$ cat config.mk
export PLATFORM = sky130hd
export DESIGN_NAME = ssd_scan_controller
export DESIGN_NICKNAME = d
export VERILOG_FILES = /design/src/rtl/ssd_scan_controller.sv
export SDC_FILE = /design/constraint.sdc
export NUM_CORES = 1
export LEC_CHECK = 0
export BUFFER_PORTS_ARGS = -buffer_cell sky130_fd_sc_hd__buf_2
export CORE_MARGIN = 3
export CORE_UTILIZATION = 61
export DETAILED_ROUTE_END_ITERATION = 12
export HOLD_SLACK_MARGIN = 0.02
export PLACE_DENSITY_LB_ADDON = 0.05
export SYNTH_ARGS = -nofsm -noshare
export SYNTH_HDL_FRONTEND = slang
export SYNTH_SLANG_ARGS = --single-unit
$ cat constraint.sdc
create_clock -name Clk -period 8 [get_ports Clk]
set_input_delay 1.2 -clock Clk [delete_from_list [all_inputs] [get_ports Clk]]
set_output_delay 1.2 -clock Clk [all_outputs]
set_load 0.05 [all_outputs]
$ cat src/rtl/ssd_scan_controller.sv
// ssd_scan_controller: time-multiplexed seven-segment driver with tear-free shadow value and PWM dimming.
// Optional feature: define SSD_LZB_EN to blank leading zero digits.
module ssd_scan_controller #(
  parameter int unsigned N_DIGITS = 8,
  parameter int unsigned DIV_W    = 17,
  parameter int unsigned BRIGHT_W = 4
) (
  input  logic                  Clk,
  input  logic                  Reset_n,
  input  logic [4*N_DIGITS-1:0] Value,
  input  logic                  Load,
  input  logic [N_DIGITS-1:0]   Dp_in,
  input  logic [N_DIGITS-1:0]   Digit_en,
  input  logic [BRIGHT_W-1:0]   Bright,
  output logic [N_DIGITS-1:0]   An,
  output logic [6:0]            Cath,
  output logic                  Dp,
  output logic                  Frame_start
);

  localparam int unsigned IDX_W = (N_DIGITS > 1) ? $clog2(N_DIGITS) : 1;
  localparam int unsigned VAL_W = 4 * N_DIGITS;
  localparam logic [IDX_W-1:0] IDX_LAST = IDX_W'(N_DIGITS - 1);

  logic [DIV_W-1:0]    dcnt_q, dcnt_d;
  logic [IDX_W-1:0]    idx_q, idx_d;
  logic [VAL_W-1:0]    shadow_q, shadow_d;
  logic [VAL_W-1:0]    staging_q, staging_d;
  logic                pending_q, pending_d;
  logic [N_DIGITS-1:0] an_q, an_d;
  logic [6:0]          cath_q, cath_d;
  logic                dp_q, dp_d;
  logic                frame_start_q, frame_start_d;

  logic [N_DIGITS-1:0] blank_mask;
  logic                dcnt_wrap, frame_end;
  logic [3:0]          nib;
  logic                en_sel, dp_sel, blank_sel, lit, active;

  function automatic logic [6:0] hex_seg(input logic [3:0] n);
    case (n)
      4'h0: hex_seg = 7'h01;
      4'h1: hex_seg = 7'h4F;
      4'h2: hex_seg = 7'h12;
      4'h3: hex_seg = 7'h06;
      4'h4: hex_seg = 7'h4C;
      4'h5: hex_seg = 7'h24;
      4'h6: hex_seg = 7'h20;
      4'h7: hex_seg = 7'h0F;
      4'h8: hex_seg = 7'h00;
      4'h9: hex_seg = 7'h04;
      4'hA: hex_seg = 7'h08;
      4'hB: hex_seg = 7'h60;
      4'hC: hex_seg = 7'h31;
      4'hD: hex_seg = 7'h42;
      4'hE: hex_seg = 7'h30;
      default: hex_seg = 7'h38;
    endcase
  endfunction

`ifdef SSD_LZB_EN
  // Shadow only changes at frame boundaries, so the mask does too.
  logic seen_nz;
  always_comb begin
    blank_mask = '0;
    seen_nz    = 1'b0;
    for (int i = int'(N_DIGITS) - 1; i > 0; i--) begin
      if (shadow_q[4*i +: 4] != 4'h0) seen_nz = 1'b1;
      blank_mask[i] = ~seen_nz;
    end
  end
`else
  assign blank_mask = '0;
`endif

  // Scan counters, tear-free value capture and registered pin drive.
  always_comb begin
    dcnt_wrap     = &dcnt_q;
    frame_end     = dcnt_wrap && (idx_q == IDX_LAST);
    dcnt_d        = dcnt_q + DIV_W'(1);
    idx_d         = idx_q;
    staging_d     = staging_q;
    pending_d     = pending_q;
    shadow_d      = shadow_q;
    nib           = 4'h0;
    en_sel        = 1'b0;
    dp_sel        = 1'b0;
    blank_sel     = 1'b0;
    an_d          = '1;

    if (dcnt_wrap) idx_d = (idx_q == IDX_LAST) ? '0 : idx_q + IDX_W'(1);

    if (Load) staging_d = Value;
    if (frame_end) begin
      if (Load)           shadow_d = Value;
      else if (pending_q) shadow_d = staging_q;
      pending_d = 1'b0;
    end else if (Load) begin
      pending_d = 1'b1;
    end

    for (int i = 0; i < int'(N_DIGITS); i++) begin
      if (idx_q == IDX_W'(i)) begin
        nib       = shadow_q[4*i +: 4];
        en_sel    = Digit_en[i];
        dp_sel    = Dp_in[i];
        blank_sel = blank_mask[i];
      end
    end

    lit    = (dcnt_q[DIV_W-1 -: BRIGHT_W] <= Bright);
    active = lit && en_sel;
    for (int i = 0; i < int'(N_DIGITS); i++) begin
      if (idx_q == IDX_W'(i)) an_d[i] = ~active;
    end
    cath_d        = (active && !blank_sel) ? hex_seg(nib) : 7'h7F;
    dp_d          = ~(active && dp_sel);
    frame_start_d = (dcnt_q == '0) && (idx_q == '0);
  end

  always_ff @(posedge Clk) begin
    if (!Reset_n) begin
      dcnt_q        <= '0;
      idx_q         <= '0;
      shadow_q      <= '0;
      staging_q     <= '0;
      pending_q     <= 1'b0;
      an_q          <= '1;
      cath_q        <= 7'h7F;
      dp_q          <= 1'b1;
      frame_start_q <= 1'b0;
    end else begin
      dcnt_q        <= dcnt_d;
      idx_q         <= idx_d;
      shadow_q      <= shadow_d;
      staging_q     <= staging_d;
      pending_q     <= pending_d;
      an_q          <= an_d;
      cath_q        <= cath_d;
      dp_q          <= dp_d;
      frame_start_q <= frame_start_d;
    end
  end

  assign An          = an_q;
  assign Cath        = cath_q;
  assign Dp          = dp_q;
  assign Frame_start = frame_start_q;

endmodule

==> impl_metrics.toml <==
[outcome]
outcome = "finished, final reports clean"

[synth]
post_synth_inst_count = 502
top_cell_types_by_occurrence_after_synthesis = "102 x sky130_fd_sc_hd__dfxtp_1, 91 x sky130_fd_sc_hd__nor2_1, 38 x sky130_fd_sc_hd__a211oi_1, 34 x sky130_fd_sc_hd__mux2i_1, 22 x sky130_fd_sc_hd__nand2_1"
yosys-top-cells-area = "sky130_fd_sc_hd__dfxtp_1 44%, sky130_fd_sc_hd__nor2_1 7.4%, sky130_fd_sc_hd__mux2i_1 7.4%"
synth_sequential_area_ratio_pct = 44.2
yosysWarningCount = 0
synth_cell_type_count = 64
cell_type_with_the_highest_aggregate_area_in_the_netlist = "sky130_fd_sc_hd__dfxtp_1"
synth_area_mm2 = 0.00462
ys_seq_elements = 102
average_cell_area_after_synthesis_um2 = 9.20
dominantRegCellSynth = "sky130_fd_sc_hd__dfxtp_1"
number_of_synthesized_flops_with_an_enable_pin = 0
asyncSetResetFlopFracSynth_pct = 0
synth_nets = 576
yosysTopAreaCellShare_pct = 44.2
most_repeated_cell_in_the_gate_level_netlist_after_synthesis = "sky130_fd_sc_hd__dfxtp_1"

[timing]
drv_slew = 0
worst_pin_slew_ns = 1.26
setup_slack_ns = 4.54
final.setup.tns_ns = 0
slew_hr_pct = 15.6
layout_min_cycle_time_ns = 3.46
finalCritPeriodShare_pct = 43.3
grt_setup_unrepaired = "false"
hold_viol_final = 0
finalClockSkew_ns = 0.0112
setup_viol = 0
fmax_mhz = 289

[placement]
place_hpwl_mm = 6.99
gp_routability_congestion = 0.928
pre_cts_slack_ns = 4.58
place.port_buffers = 71
placed_area_mm2 = 0.00495
dp.cells = 640

[drt]
route.vias.total = 3740
via_per_inst = 5.70
initialDrtViolationCount = 202
antenna_violating_nets_post_route = 0
drtPass1Iterations = 5
avgRoutedWirePerCell_um = 14.8
postRouteWirelength_mm = 9.70
drt_drc_violations_left = 0

[cells_and_area]
finalNetCount = 626
filler_instances = 636
final-instance-count-excl-fill = 656
syn_to_final_growth_pct = 11.6
drive_above_1_share_pct = 18.7
antenna-diode-count = 0
layout.cell_area.non_filler_mm2 = 0.00515

[floorplan]
chipHeight_um = 93
placeableCoreArea_mm2 = 0.00729
die_width_um = 93
rows = 31
design.die.area_mm2 = 0.00865
io_pins = 72
floorplan.initialDensity_pct = 63.3

[clock_tree]
cts_resized = 0
clock_tree_from_tritoncts = "done"
path_clk_slew_ns = 0.10
post-cts-setup-buffers = 0
cts_made_buffers = 9
clock_sink_count = 102
holdBufCountCts = 0
worst_skew_pair.late_latency_ns = 0.37
cts.root.buffer_cell = "sky130_fd_sc_hd__clkbuf_8"
htree_num_levels = 3
ctsLongestPathBuffers = 2

[power]
p_leak_nw = 2.06
max-vdd-ir-drop_v = 0.000123
power_density_mw_per_mm2 = 177

[setup_path]
critical_path_arrival_ns = 3.73
cp.required_ns = 8.27
timing_worst_setup_path_type = "reg -> reg"
critical_path.endpoint_type = "flip-flop"
cp-start-kind = "flip-flop"
crit_path_max_fanout = 28

[global_routing]
grt_pass1_wl_mm = 16.5
first_global_vias = 3517
grt_antenna_before_repair = 0
global_route.usage.total_pct = 23.6
globalRoute.totalOverflow = 0
grt_start_max_net_pins = 84

[hold_path]
worst_hold_path_type = "reg -> reg"

[job]
number_of_maximum_capacitance_constraint_violations = 0
-- cell families (layout without fill, tap and decap cells) --
kind of cell / Yosys count / count (layout) / synth area share, %
buf+inv: 56 / 111 / 5.39
mux: 34 / 34 / 7.37
simple gates: 173 / 173 / 17.7
compound gates: 104 / 104 / 17.5
flops: 102 / 102 / 44.2
xor+xnor: 14 / 14 / 2.66
fa+ha+maj: 19 / 19 / 5.15
-- registers in the layout (all words and copies together) (netlist names) --
signal	flops
idx_q	3
shadow_q	32
Cath	7
staging_q	32
dcnt_q	17
pending_q	1
An	8
Frame_start	1
Dp	1
-- critical path, stage by stage, from the launching register on --
cell and delay, ns:
sky130_fd_sc_hd__dfxtp_1 0.92, sky130_fd_sc_hd__inv_1 0.19, sky130_fd_sc_hd__ha_1 0.44, sky130_fd_sc_hd__nor2_1 0.25, sky130_fd_sc_hd__o221ai_1 0.17, sky130_fd_sc_hd__a32o_1 0.31, sky130_fd_sc_hd__a2bb2oi_2 0.25, sky130_fd_sc_hd__inv_1 0.07
sky130_fd_sc_hd__ha_1 0.19, sky130_fd_sc_hd__or3_1 0.37, sky130_fd_sc_hd__a31o_1 0.20
-- cell type report --
class / instances / area [µm²] / share of cell area [%]
clock buffers: 9 / 124 / 2.40
clock inverters: 7 / 76.3 / 1.48
inverters: 22 / 82.6 / 1.60
multi-input cells: 344 / 2330 / 45.3
flip-flops and latches: 102 / 2040 / 39.6
well taps: 99 / 124 / 2.40
repair buffers: 73 / 370 / 7.19
-- power breakdown --
part | switching [mW] | internal (mW) | total [mW]
combinational | 0.0421 | 0.0273 | 0.0694
clock | 0.193 | 0.123 | 0.317
sequential | 0.00421 | 0.521 | 0.526
total | 0.240 | 0.672 | 0.912
-- through the flow --
stage / power, mW / hold WS, ns / util (%)
floorplan: 0.582 / 0.426 / -
global placement: 0.606 / 0.443 / 67.9
detailed placement: 0.608 / 0.464 / 67.9
CTS: 0.920 / 0.487 / 70.7
global route: 0.949 / 0.509 / 70.7
finish: 0.912 / 0.486 / 70.7
-- worst paths after layout --
kind                          from                      to  slack [ns]  cells after the start
max          idx_q[2]$_SDFFE_PN0P_      Cath[6]$_SDFF_PN1_        4.54                     10
min          dcnt_q[16]$_SDFF_PN0_  Frame_start$_SDFF_PN0_        0.49                      1
max reg2reg  idx_q[2]$_SDFFE_PN0P_      Cath[6]$_SDFF_PN1_        4.54                     10
min reg2reg  dcnt_q[16]$_SDFF_PN0_  Frame_start$_SDFF_PN0_        0.49                      1
-- per-layer routing --
metal,part of all wire [%],GRT usage (%),up-vias,wire (µm)
li1,-,-,1889,-
met1,45,32.1,1715,4410
met2,46,37.2,119,4500
met3,6.4,4.59,17,625
met4,1.7,9.16,0,168
met5,0,0,-,0
-- cell usage in the layout (no fill, tap or decap), types with 3 or more instances in the layout --
cell type	instances
sky130_fd_sc_hd__dfxtp_1	102
sky130_fd_sc_hd__nor2_1	90
sky130_fd_sc_hd__buf_2	71
sky130_fd_sc_hd__a211oi_1	38
sky130_fd_sc_hd__mux2i_1	34
sky130_fd_sc_hd__nand2_1	22
sky130_fd_sc_hd__inv_1	20
sky130_fd_sc_hd__ha_1	19
sky130_fd_sc_hd__nand3_1	16
sky130_fd_sc_hd__xor2_1	11
sky130_fd_sc_hd__a21oi_1	10
sky130_fd_sc_hd__o21ai_0	9
sky130_fd_sc_hd__clkbuf_8	9
sky130_fd_sc_hd__nand4_1	5
sky130_fd_sc_hd__nand2b_1	5
sky130_fd_sc_hd__and2_1	4
sky130_fd_sc_hd__and3_1	4
sky130_fd_sc_hd__a31oi_1	4
sky130_fd_sc_hd__nand3b_1	4
sky130_fd_sc_hd__nor4_1	4
sky130_fd_sc_hd__inv_6	4
sky130_fd_sc_hd__and4_1	3
sky130_fd_sc_hd__nor3_1	3
sky130_fd_sc_hd__and3b_1	3
sky130_fd_sc_hd__a21o_1	3
sky130_fd_sc_hd__o221ai_1	3
sky130_fd_sc_hd__o311ai_0	3
sky130_fd_sc_hd__a221oi_1	3
sky130_fd_sc_hd__o22ai_1	3
sky130_fd_sc_hd__o21ai_1	3
sky130_fd_sc_hd__a221o_1	3
sky130_fd_sc_hd__xnor2_1	3
Power figures use the tool's default switching activity.
